==> config.mk <==
export PLATFORM = sky130hd
export DESIGN_NAME = da_fir_scheduler
export DESIGN_NICKNAME = d
export VERILOG_FILES = /design/src/rtl/da_sched_pkg.sv /design/src/rtl/rr_arbiter.sv /design/src/rtl/da_fir_scheduler.sv
export SDC_FILE = /design/constraint.sdc
export NUM_CORES = 1
export LEC_CHECK = 0
export ABC_CLOCK_PERIOD_IN_PS = 4400
export CAP_MARGIN = 10
export CORE_UTILIZATION = 42
export CTS_CLUSTER_DIAMETER = 30
export DETAILED_ROUTE_END_ITERATION = 10
export GPL_TIMING_DRIVEN = 0
export PLACE_DENSITY = 0.81
export SYNTH_ARGS = -nofsm -noshare
export SYNTH_HDL_FRONTEND = slang
export SYNTH_SLANG_ARGS = --single-unit
export TNS_END_PERCENT = 10
==> constraint.sdc <==
create_clock -name clk -period 4.4 [get_ports clk]
set_input_delay 0.44 -clock clk [delete_from_list [all_inputs] [get_ports clk]]
set_output_delay 0.44 -clock clk [all_outputs]
set_load 0.01 [all_outputs]
==> src/rtl/da_sched_pkg.sv <==
// Shared types and defaults for the DA FIR scheduler slice.
// Holds the FSM state type, default sizes and the id-width helper.
package da_sched_pkg;

  typedef enum logic [1:0] {
    IDLE    = 2'd0,
    LAUNCH  = 2'd1,
    WAIT    = 2'd2,
    DELIVER = 2'd3
  } state_t;

  localparam int NCH_DEF     = 4;
  localparam int TAPS_DEF    = 4;
  localparam int W_DEF       = 4;
  localparam int YW_DEF      = 7;
  localparam int TIMEOUT_DEF = 16;

  function automatic int cw_of(input int n);
    return (n < 2) ? 1 : $clog2(n);
  endfunction

endpackage

==> src/rtl/rr_arbiter.sv <==
// Combinational round-robin arbiter: first set req bit from ptr upward.
// Ports: req[NCH], ptr[CW] in; grant one-hot[NCH], gnt_id[CW] out.
module rr_arbiter
  import da_sched_pkg::*;
#(
  parameter int NCH = NCH_DEF,
  localparam int CW = cw_of(NCH)
) (
  input  logic [NCH-1:0] req,
  input  logic [CW-1:0]  ptr,
  output logic [NCH-1:0] grant,
  output logic [CW-1:0]  gnt_id
);

  int   idx;
  logic found;

  always_comb begin
    grant  = '0;
    gnt_id = '0;
    found  = 1'b0;
    idx    = 0;
    for (int k = 0; k < NCH; k++) begin
      // ptr < NCH, so one wrap subtract suffices
      idx = int'(ptr) + k;
      if (idx >= NCH) idx = idx - NCH;
      if (!found && req[idx]) begin
        found      = 1'b1;
        grant[idx] = 1'b1;
        gnt_id     = CW'(idx);
      end
    end
  end

endmodule

==> src/rtl/da_fir_scheduler.sv <==
// Round-robin scheduler sharing one bit-serial DA FIR engine among NCH
// channels. Ports: req_* (valid/ready/x), eng_* (start/x/done/y),
// res_* (valid/ready/ch/y), busy, sticky timeout_err; clk, async reset.
module da_fir_scheduler
  import da_sched_pkg::*;
#(
  parameter int NCH     = NCH_DEF,
  parameter int TAPS    = TAPS_DEF,
  parameter int W       = W_DEF,
  parameter int YW      = YW_DEF,
  parameter int TIMEOUT = TIMEOUT_DEF,
  localparam int CW     = cw_of(NCH),
  localparam int XW     = TAPS * W
) (
  input  logic              clk,
  input  logic              reset,
  input  logic [NCH-1:0]    req_valid,
  output logic [NCH-1:0]    req_ready,
  input  logic [NCH*XW-1:0] req_x,
  output logic              eng_start,
  output logic [XW-1:0]     eng_x,
  input  logic              eng_done,
  input  logic [YW-1:0]     eng_y,
  output logic              res_valid,
  input  logic              res_ready,
  output logic [CW-1:0]     res_ch,
  output logic [YW-1:0]     res_y,
  output logic              busy,
  output logic              timeout_err
);

  localparam int CNTW = $clog2(TIMEOUT + 1);

  state_t          state_q, state_d;
  logic [CW-1:0]   ptr_q, ptr_d;
  logic [CW-1:0]   ch_q, ch_d;
  logic [XW-1:0]   eng_x_q, eng_x_d;
  logic [YW-1:0]   res_y_q, res_y_d;
  logic [CW-1:0]   res_ch_q, res_ch_d;
  logic            res_valid_q, res_valid_d;
  logic [CNTW-1:0] cnt_q, cnt_d;
  logic            terr_q, terr_d;

  logic [NCH-1:0]  grant;
  logic [CW-1:0]   gnt_id;

  rr_arbiter #(
    .NCH (NCH)
  ) u_arb (
    .req    (req_valid),
    .ptr    (ptr_q),
    .grant  (grant),
    .gnt_id (gnt_id)
  );

  // Offer only in IDLE; masked by reset so nothing is granted while held
  assign req_ready   = (state_q == IDLE && !reset) ? grant : '0;
  assign eng_start   = (state_q == LAUNCH);
  assign eng_x       = eng_x_q;
  assign res_valid   = res_valid_q;
  assign res_ch      = res_ch_q;
  assign res_y       = res_y_q;
  assign busy        = (state_q != IDLE);
  assign timeout_err = terr_q;

  always_comb begin
    state_d     = state_q;
    ptr_d       = ptr_q;
    ch_d        = ch_q;
    eng_x_d     = eng_x_q;
    res_y_d     = res_y_q;
    res_ch_d    = res_ch_q;
    res_valid_d = res_valid_q;
    cnt_d       = cnt_q;
    terr_d      = terr_q;
    case (state_q)
      IDLE: begin
        if (|req_ready) begin
          eng_x_d = req_x[gnt_id*XW +: XW];
          ch_d    = gnt_id;
          ptr_d   = (gnt_id == CW'(NCH - 1)) ?
                    '0 : gnt_id + CW'(1);
          state_d = LAUNCH;
        end
      end
      LAUNCH: begin
        cnt_d   = '0;
        state_d = WAIT;
      end
      WAIT: begin
        cnt_d = cnt_q + CNTW'(1);
        // done takes priority over an expiring counter
        if (eng_done) begin
          res_y_d     = eng_y;
          res_ch_d    = ch_q;
          res_valid_d = 1'b1;
          state_d     = DELIVER;
        end else if (cnt_q == CNTW'(TIMEOUT - 1)) begin
          terr_d  = 1'b1;
          state_d = IDLE;
        end
      end
      DELIVER: begin
        if (res_ready) begin
          res_valid_d = 1'b0;
          state_d     = IDLE;
        end
      end
      default: state_d = IDLE;
    endcase
  end

  always_ff @(posedge clk or posedge reset) begin
    if (reset) begin
      state_q     <= IDLE;
      ptr_q       <= '0;
      ch_q        <= '0;
      eng_x_q     <= '0;
      res_y_q     <= '0;
      res_ch_q    <= '0;
      res_valid_q <= 1'b0;
      cnt_q       <= '0;
      terr_q      <= 1'b0;
    end else begin
      state_q     <= state_d;
      ptr_q       <= ptr_d;
      ch_q        <= ch_d;
      eng_x_q     <= eng_x_d;
      res_y_q     <= res_y_d;
      res_ch_q    <= res_ch_d;
      res_valid_q <= res_valid_d;
      cnt_q       <= cnt_d;
      terr_q      <= terr_d;
    end
  end

endmodule
# Word-level counts from Yosys, hierarchy flattened
# Index checks and enable logic that the tools add are counted.
# op_classes
n_addsub	9
magnitude_cmp	12
eq_ne	9
shifts	1
n_mux	46
bitwise_logic	4
n_reduce_logical	22
# op_table
op	count
$ge 32x1->1 const B	4
$lt 32x4->1 const B	4
$mux 32	4
$ge 32x4->1 const B	3
$sub 32x4->32 const B	3
$shiftx 64x7->16	1
$mux 4	5
$mux 2	9
$mux 1	17
$or 4x4->4	3
$pmux 5 s2	1
$reduce_and 3->1	3
$bmux 1 s2	4
$demux 1 s2	4
$logic_and 1x1->1	8
$pmux 2 s4	1
$add 2x2->3 const B	2
$eq 2x2->1 const B	3
$reduce_bool 2->1	3
$add 5x1->5 const B	1
$eq 5x4->1 const B	1
$logic_not 1->1	4
$ne 2x2->1 const B	2
$reduce_and 2->1	2
other kinds (11)	11
# totals
reg_bits	38
in_bits	79
out_inout_bits	33
elab_cells	112

# Longest topological paths before layout
# Gate-level depths: netlist of run 1.
# logic_depth
ltp_word	19
mapped_depth	10

# Cells and area by module
# A second synthesis of run 1 with hierarchy kept.
# hier_totals
hier_cells	195
area_unflattened_um2	2560.0
# modules_own_cells
module	n_inst	cells_each	area_each_um2	seq_area_each_um2
da_fir_scheduler	1	146	2103.3	950.9
rr_arbiter	1	49	456.7	0.0

# Least setup slack after synthesis of run 1
# No wires, ideal clock.
# synth_timing
path_type	reg2reg
from	register with a tool-made name
to	register eng_x_q[0] (netlist: eng_x[0])
arrival_ns	3.114
slack_ns	1.161
stages_incl_launch_ff	10
path_cell_list	dfrtp_1 buf_6 inv_1 ha_1 mux4_2 nor2b_1 o31ai_4 buf_12 mux4_2 mux2_2
# synth_lines
element	line_no	text
end signal: assignment	da_fir_scheduler.sv:128	eng_x_q <= eng_x_d;
end: declaration	da_fir_scheduler.sv:37	logic [XW-1:0] eng_x_q, eng_x_d;

==> impl_metrics.env, run 1 <==
export IMPL_fmax_mhz=268
export IMPL_cts_max_level=2
export IMPL_cts_resized_gates=0
export IMPL_drv_cap=0
export IMPL_power_density_nw_per_um2=655
export IMPL_ys_flop_type="dfrtp_1"
export IMPL_fin_nets=400
export IMPL_grt_ovfl_total=0
export IMPL_place_hpwl_um=4520
export IMPL_drtAntennaViolNets=0
export IMPL_cts_sinks=38
export IMPL_syn_inst=194
export IMPL_dr_pass1_iters=4
export IMPL_wl_per_cell_um=15.0
export IMPL_cts_path_max_buffers=2
export IMPL_syn_nets=284
export IMPL_synth_seq_area_share=0.387
export IMPL_setup_slack_ns=0.675
export IMPL_leakage_nw=1.55
export IMPL_outcome="finished clean"
export IMPL_path_class="reg -> out"
export IMPL_totalPowerFinal_mw=2.47
export IMPL_drv_slew=0
export IMPL_hold_path_class="reg -> reg"
export IMPL_fin_setup_tns_ns=0
export IMPL_ys_types=39
export IMPL_regArea_um2=951
export IMPL_grt_first_pass_wirelength_um=9240
export IMPL_synth_edf_count=0
export IMPL_track_usage=0.193
export IMPL_rsz0062_at_grt="no"
export IMPL_layout_commonest_cell="clkdlybuf4s50_1"
export IMPL_yosysWarnings=0
export IMPL_worst_pin_slew_ns=0.850
export IMPL_whs_ns=0.470
export IMPL_syn_avg_cell_area_um2=12.7
export IMPL_dieWidth_um=78.5
export IMPL_die_h_um=78.5
export IMPL_fillers=419
export IMPL_stdcell_count=383
export IMPL_place_inst=375
export IMPL_post_cts_buffers=0
export IMPL_ir_drop_mv=0.285
export IMPL_place_ws_ns=0.822
export IMPL_syn_to_final_growth_pct=53.7
export IMPL_start_util=0.440
export IMPL_place_port_buffers=109
export IMPL_critPathCaptureType="primary output"
export IMPL_async_flop_share=1.00
export IMPL_cts_hold_buffers=0
export IMPL_synth_seq_cells=38
export IMPL_vias=2045
export IMPL_path_clk_slew_ns=0.08
export IMPL_drt_wl_total_um=5760
export IMPL_drive_above_1_share=0.183
export IMPL_grt_max_degree=42
export IMPL_io_pins=112
export IMPL_place_congestion=0.727
export IMPL_drtIter0Drc=72
export IMPL_finalClockSkew_ns=0.00639
export IMPL_die_area_um2=6150
export IMPL_hold_viol=0
export IMPL_cp_data_arrival_time_ns=3.28
export IMPL_core_um2=5570
export IMPL_antenna_found_initial=0
export IMPL_rows=27
export IMPL_grt_pass1_vias=2000
export IMPL_required_ns=3.96
export IMPL_slew_limit_headroom=0.433
export IMPL_antenna_cells=0
export IMPL_insertion_delay_ns=0.29
export IMPL_cts_tree="built"
export IMPL_post_route_period_util=0.847
export IMPL_crit_fanout=10
export IMPL_period_needed_ns=3.72
export IMPL_layout_common_cells="clkdlybuf4s50_1 (109), dfrtp_1 (38), mux2_2 (25)"
export IMPL_multiInputGateArea_um2=1380
export IMPL_via_per_inst=5.34
export IMPL_cp_start_kind="flop"
export IMPL_root_buffer="clkbuf_8"
export IMPL_synth_area_um2=2450
export IMPL_cts_made_buffers=5
export IMPL_finalSetupViolCount=0
export IMPL_drc_errors=0
[final cells by class]
cell class              count  share of cell area
plain buffers               9              0.0192
clock buffers               5              0.0182
clock inverters             3              0.0182
inverters                  13              0.0129
multi-input cells         134               0.366
flip-flops and latches     38               0.252
well taps                  72              0.0239
repair buffers            109               0.289
[per-stage QoR]
stage               area (um^2)  utilization
finish                     3770        0.677
floorplan                  2450            -
detailed placement         3640        0.652
global route               3770        0.677
CTS                        3770        0.677
global placement           3640        0.652
[cells by family (layout without fill, tap and decap cells)]
group           Yosys count  count (layout)  synth area share
mux                      48              48             0.318
flops                    38              38             0.387
compound gates           33              33             0.104
simple gates             40              40            0.0785
fa+ha+maj                11              11            0.0561
buf+inv                  22             139            0.0494
xor+xnor                  2               2           0.00714
[state kept, by name (all words and copies together), names as in the netlist, named ones only]
signal and cells:
timeout_err 1, res_ch 2, ptr_q 1, ch_q 2, cnt_q 5, res_y 7
eng_x 16, res_valid 1, state_q 2
[critical path, cell delays in order, from the launching register on]
cell and delay [ns]:
dfrtp_1 0.41, buf_6 0.17, inv_1 0.09, ha_1 0.41, mux4_2 0.62, nor2b_1 0.31
a22oi_1 0.11, nor2_1 0.10, a221oi_1 0.06, nor2_1 0.14, clkdlybuf4s50_1 0.56
[per-layer routing]
metal,up-vias,GRT usage,routed length (um)
met1,990,0.230,2330
met2,78,0.339,2990
met4,0,0.0444,21
met5,-,0,0
met3,4,0.0628,412
li1,973,-,-
[synthesized netlist by cell type (2+ instances only)]
cell type | n | area, um^2
a21oi_1 | 2 | 10.0
a221oi_1 | 5 | 43.8
a22oi_1 | 4 | 30.0
and3b_1 | 2 | 17.5
buf_2 | 3 | 15.0
buf_6 | 2 | 22.5
clkbuf_1 | 2 | 7.51
dfrtp_1 | 38 | 951
ha_1 | 11 | 138
inv_1 | 13 | 48.8
mux2_2 | 25 | 282
mux2i_1 | 4 | 40.0
mux4_1 | 8 | 210
mux4_2 | 11 | 248
nand2_1 | 13 | 48.8
nand3_1 | 3 | 15.0
nor2_1 | 12 | 45.0
nor2b_1 | 3 | 18.8
nor3b_1 | 2 | 15.0
o21ai_0 | 8 | 40.0
o221ai_1 | 2 | 17.5
o22ai_1 | 2 | 12.5
o31ai_1 | 2 | 15.0
xnor2_1 | 2 | 17.5
[power by group]
part / switching, mW / total (mW) / leakage (nW) / internal, mW
Clock: 0.128 / 0.355 / 0.0683 / 0.227
Combinational: 0.639 / 1.52 / 1.02 / 0.879
Sequential: 0.0938 / 0.599 / 0.466 / 0.505
[final timing paths]
kind | start | end | slack [ns] | cells after the start
min in group asynchronous | reset | state_q[1] | 0.64 | 2
setup / recovery | flop | req_ready[2] | 0.68 | 10
hold reg to reg | timeout_err | timeout_err | 0.47 | 1
hold / removal | timeout_err | timeout_err | 0.47 | 1
max in group asynchronous | reset | eng_x[4] | 3.21 | 2
setup reg to reg | flop | eng_x[4] | 0.86 | 9
(Power assumes the default switching activity.)
==> run 2, diff against run 1 <==
- ABC_CLOCK_PERIOD_IN_PS: 4400 -> 3800
- clock period: 4.4 -> 3.8 ns (I/O delays scaled with it)
==> run 2 against run 1 <==
Compared with the run above: final cell count unchanged; cell area up 0.13%; flip-flop and latch count unchanged; hold slack about the same; critical path type unchanged; sequential share of layout area about the same; register-to-register slack worse by 0.57 ns; total power up 16%; count of clock-buffer cells in the layout unchanged; first-iteration DRC count up 9.7%; global-route usage unchanged; clock skew down 0.00056 ns; via count up 0.44%.
==> impl_metrics.env, run 2 (synthesized netlist as in run 1, its figures left out) <==
export IMPL_crit_family="buffers and inverters"
export IMPL_track_usage=0.193
export IMPL_fin_nets=400
export IMPL_layout_common_cells="clkdlybuf4s50_1 (109), dfrtp_1 (38), mux2_2 (25)"
export IMPL_cts_sinks=38
export IMPL_drv_slew=0
export IMPL_wl_per_cell_um=15.0
export IMPL_drive_above_1_share=0.190
export IMPL_start_util=0.440
export IMPL_place_hpwl_um=4520
export IMPL_fillers=417
export IMPL_insertion_delay_ns=0.29
export IMPL_power_frac_clock=0.143
export IMPL_cp_data_arrival_time_ns=3.15
export IMPL_period_needed_ns=3.53
export IMPL_slew_limit_headroom=0.436
export IMPL_post_route_period_util=0.928
export IMPL_rsz0062_at_grt="no"
export IMPL_totalPowerFinal_mw=2.87
export IMPL_hold_viol=0
export IMPL_slowest_delay_ns=0.60
export IMPL_critPathCaptureType="primary output"
export IMPL_via_per_inst=5.36
export IMPL_root_buffer="clkbuf_8"
export IMPL_cts_hold_buffers=0
export IMPL_worstPathCellList="buf_6 > inv_1 > ha_2 > mux4_2 > nor2b_2 > a22oi_1 > nor2_1 > a221oi_1 > nor2_1 > clkdlybuf4s50_1"
export IMPL_seqPwrFrac=0.242
export IMPL_required_ns=3.42
export IMPL_p_sw_mw=0.997
export IMPL_drt_wl_total_um=5750
export IMPL_path_clk_slew_ns=0.08
export IMPL_die_area_um2=6150
export IMPL_layout_commonest_cell="clkdlybuf4s50_1"
export IMPL_place_port_buffers=109
export IMPL_grt_ovfl_total=0
export IMPL_grt_max_degree=42
export IMPL_finalSetupViolCount=0
export IMPL_cts_made_buffers=5
export IMPL_finalClockSkew_ns=0.00584
export IMPL_core_um2=5570
export IMPL_rows=27
export IMPL_grt_first_pass_wirelength_um=9240
export IMPL_fin_setup_tns_ns=0
export IMPL_cts_path_max_buffers=2
export IMPL_p_sw_frac=0.348
export IMPL_path_class="reg -> out"
export IMPL_die_h_um=78.5
export IMPL_largest_register_ffs=16
export IMPL_antenna_found_initial=0
export IMPL_cts_max_level=2
export IMPL_grt_pass1_vias=2000
export IMPL_worst_pin_slew_ns=0.844
export IMPL_antenna_cells=0
export IMPL_dieWidth_um=78.5
export IMPL_cp_start_kind="flop"
export IMPL_hold_path_class="reg -> reg"
export IMPL_drtAntennaViolNets=0
export IMPL_drc_errors=0
export IMPL_dr_pass1_iters=4
export IMPL_cp_slowest_cell="mux4_2"
export IMPL_cts_tree="built"
export IMPL_cp_common_cell="nor2_1"
export IMPL_ir_drop_mv=0.334
export IMPL_fmax_mhz=284
export IMPL_drv_cap=0
export IMPL_power_density_nw_per_um2=759
export IMPL_syn_to_final_growth_pct=53.9
export IMPL_vias=2054
export IMPL_io_pins=112
export IMPL_leakage_nw=1.55
export IMPL_crit_fanout=10
export IMPL_internal_power_mw=1.87
export IMPL_place_congestion=0.727
export IMPL_outcome="finished clean"
export IMPL_combPwrFrac=0.615
export IMPL_drtIter0Drc=79
export IMPL_path_buf_inv=3
run 2: changes by cell type in the layout (fill, tap and decap cells not counted):
| cell | before | now |
|---|---|---|
| ha_1 | 11 | 10 |
| ha_2 | 0 | 1 |
| nor2b_1 | 3 | 2 |
| nor2b_2 | 0 | 1 |
run 2: metal layers:
metal / global-route usage / wire length, um
met1: 0.230 / 2330
met2: 0.339 / 2970
met3: 0.0628 / 418
met4: 0.0444 / 31
met5: 0 / 0
run 2: worst paths after layout:
check                             from            to  slack (ns)  cells past startpoint
setup / recovery                  flop  req_ready[2]        0.27                     10
hold / removal             timeout_err   timeout_err        0.47                      1
setup reg to reg                  flop      eng_x[4]        0.29                      9
hold reg to reg            timeout_err   timeout_err        0.47                      1
max in group asynchronous        reset      res_y[4]        2.67                      2
min in group asynchronous        reset    state_q[1]        0.58                      2
run 2: power groups by stage:
stage	combinational, mW	sequential (mW)	clock (mW)
floorplan	1.11	0.751	0
global placement	1.73	0.689	0
detailed placement	1.78	0.700	0
CTS	1.78	0.695	0.418
global route	1.93	0.717	0.442
finish	1.76	0.693	0.411
run 2: worst reg2reg max path, delay by kind of cell, from the launching register on:
| family | cells | cell delay (ns) |
|---|---|---|
| buffers and inverters | 3 | 0.50 |
| flip-flops | 1 | 0.41 |
| AO/OA/AOI/OAI | 1 | 0.52 |
| adder cells (fa/ha/maj) | 1 | 0.40 |
| AND/OR/NAND/NOR | 1 | 0.19 |
| multiplexers | 3 | 1.39 |
run 2: per-stage QoR:
step / util / instances / cell area [um^2] / hold WS [ns] / setup slack (ns)
final: 0.678 / 383 / 3780 / 0.470 / 0.274
after global routing: 0.678 / 383 / 3780 / 0.511 / 0.0543
after CTS: 0.677 / 383 / 3770 / 0.473 / 0.123
after detailed placement: 0.652 / 375 / 3640 / 0.455 / 0.222
after global placement: 0.652 / 375 / 3640 / 0.453 / 0.258
after floorplan: - / 194 / 2450 / 0.444 / 0.561
run 2: timing repair:
action                                  4_1_cts  5_1_grt
endpoints found under the setup margin        0        4
resized for setup                             0        2
buffers inserted                              0        0
run 2: layout make-up:
| cell class | count | area (um^2) | area share |
|---|---|---|---|
| buffer | 9 | 72.6 | 0.0192 |
| timing repair buffer | 109 | 1090 | 0.289 |
| clock inverter | 3 | 68.8 | 0.0182 |
| tap | 72 | 90.1 | 0.0238 |
| clock buffer | 5 | 68.8 | 0.0182 |
| inverter | 13 | 48.8 | 0.0129 |
| multi-input combinational | 134 | 1390 | 0.367 |
| sequential | 38 | 951 | 0.252 |
==> run 3, diff against run 2 <==
--- a/config.mk
+++ b/config.mk
@@ -7,5 +7,5 @@
 export LEC_CHECK = 0
 export ABC_CLOCK_PERIOD_IN_PS = 3800
-export CAP_MARGIN = 10
+export CAP_MARGIN = 30
 export CORE_UTILIZATION = 42
 export CTS_CLUSTER_DIAMETER = 30
==> constraint.sdc (replaced) <==
create_clock -name clk -period 3.8 [get_ports clk]
set_input_delay 0.38 -clock clk [delete_from_list [all_inputs] [get_ports clk]]
set_output_delay 0.38 -clock clk [all_outputs]
set_load 0.005 [all_outputs]
==> run 3 against run 2 <==
Compared with the run above: non-clock buffer count did not move; register-to-register slack got worse by 0.04 ns; count of clock-buffer cells in the layout did not move; fmax fell by 0.70%; utilization barely moved; via count barely moved; die area did not move; global-route usage did not move; final cell count did not move.
==> impl_metrics.env, run 3 (synthesized netlist as in run 1, its figures left out) <==
export IMPL_drtIter0Drc=79
export IMPL_antenna_cells=0
export IMPL_hold_path_depth=1
export IMPL_root_buffer="clkbuf_8"
export IMPL_place_hpwl_um=4520
export IMPL_min_delay_start="timeout_err"
export IMPL_grt_ovfl_total=0
export IMPL_min_to="timeout_err"
export IMPL_slew_limit_headroom=0.433
export IMPL_outcome="finished clean"
export IMPL_critPathCaptureType="flop"
export IMPL_cts_tree="built"
export IMPL_place_port_buffers=109
export IMPL_dr_pass1_iters=5
export IMPL_fin_util=0.677
export IMPL_start_util=0.440
export IMPL_hold_path_class="reg -> reg"
export IMPL_period_needed_ns=3.55
export IMPL_layout_common_cells="clkdlybuf4s50_1 (109), dfrtp_1 (38), mux2_2 (25)"
export IMPL_path_class="reg -> reg"
export IMPL_ir_drop_mv=0.331
export IMPL_layout_commonest_cell="clkdlybuf4s50_1"
export IMPL_fin_nets=400
export IMPL_path_clk_slew_ns=0.08
export IMPL_drv_slew=0
export IMPL_post_route_period_util=0.935
export IMPL_required_ns=3.98
export IMPL_cts_hold_buffers=0
export IMPL_grt_pass1_vias=2000
export IMPL_largest_register_ffs=16
export IMPL_die_h_um=78.5
export IMPL_dpl_cell_area_um2=3640
export IMPL_drtAntennaViolNets=0
export IMPL_wl_per_cell_um=15.1
export IMPL_fin_setup_tns_ns=0
export IMPL_io_pins=112
export IMPL_rr_worst_depth=9
export IMPL_fmax_mhz=282
export IMPL_cts_max_level=2
export IMPL_whs_ns=0.470
export IMPL_grt_max_degree=42
export IMPL_drc_errors=0
export IMPL_crit_fanout=10
export IMPL_drt_wl_total_um=5780
export IMPL_drv_cap=0
export IMPL_hold_viol=0
export IMPL_track_usage=0.193
export IMPL_r2r_setup_slack_ns=0.25
export IMPL_finalClockSkew_ns=0.00598
export IMPL_vias=2053
export IMPL_cts_sinks=38
export IMPL_insertion_delay_ns=0.29
export IMPL_drive_above_1_share=0.186
export IMPL_cp_data_arrival_time_ns=3.73
export IMPL_power_density_nw_per_um2=742
export IMPL_via_per_inst=5.36
export IMPL_dieWidth_um=78.5
export IMPL_rsz0062_at_grt="no"
export IMPL_cts_made_buffers=5
export IMPL_finalSetupViolCount=0
export IMPL_antenna_found_initial=0
export IMPL_syn_to_final_growth_pct=53.8
export IMPL_rows=27
export IMPL_place_congestion=0.727
export IMPL_final_area_um2=3780
export IMPL_grt_first_pass_wirelength_um=9240
export IMPL_die_area_um2=6150
export IMPL_leakage_nw=1.56
export IMPL_cp_start_kind="flop"
export IMPL_cts_path_max_buffers=2
export IMPL_worst_pin_slew_ns=0.850
export IMPL_core_um2=5570
export IMPL_r2r_end="eng_x[4]"
==> run 3: cell type report <==
cell class,instances,area (um^2)
Fill cell,418,1800
Multi-Input combinational cell,134,1390
Timing Repair Buffer,109,1090
Sequential cell,38,951
Tap cell,72,90.1
Buffer,9,72.6
Clock buffer,5,68.8
Clock inverter,3,68.8
Inverter,13,48.8
==> run 3: critical path, cell delays in order (launching register included) <==
cell and delay (ns):
dfrtp_1 0.41, buf_6 0.17, inv_1 0.09, ha_1 0.41, mux4_2 0.62, nor2b_1 0.19
o31ai_4 0.52, buf_12 0.23, mux4_2 0.51, mux2_2 0.27
==> run 3: worst max-delay path by stage <==
stage | start | endpoint | slack, ns | cells past startpoint
after floorplan | flop | eng_x[12] | 0.56 | 9
after global placement | flop | eng_x[14] | 0.26 | 9
after detailed placement | flop | eng_x[12] | 0.22 | 9
after CTS | flop | req_ready[2] | 0.16 | 10
after global routing | flop | eng_x[12] | 0.03 | 9
final | flop | eng_x[4] | 0.25 | 9
==> run 3: through the flow <==
stage | power, mW | std cells | setup slack, ns
final | 2.80 | 383 | 0.249
after global routing | 3.02 | 383 | 0.0278
after CTS | 2.83 | 383 | 0.157
after detailed placement | 2.41 | 375 | 0.222
after global placement | 2.36 | 375 | 0.258
after floorplan | 1.80 | 194 | 0.561
==> run 3: metal layers <==
layer / global-route usage / up-vias / share of wire
met5: 0 / - / 0
met4: 0.0444 / 0 / 0.0054
met3: 0.0628 / 6 / 0.073
met2: 0.339 / 84 / 0.52
met1: 0.230 / 990 / 0.41
li1: - / 973 / -
==> run 3: power by group <==
part	internal [mW]	total (mW)	switching (mW)
Clock	0.263	0.411	0.148
Sequential	0.585	0.693	0.109
Combinational	1.02	1.70	0.680
Total	1.87	2.80	0.937
==> run 3: what timing repair did <==
item | CTS | global route
setup endpoints to repair | 0 | 4
setup buffers | 0 | 0
hold endpoints to repair | 0 | 0
resized for setup | 0 | 1
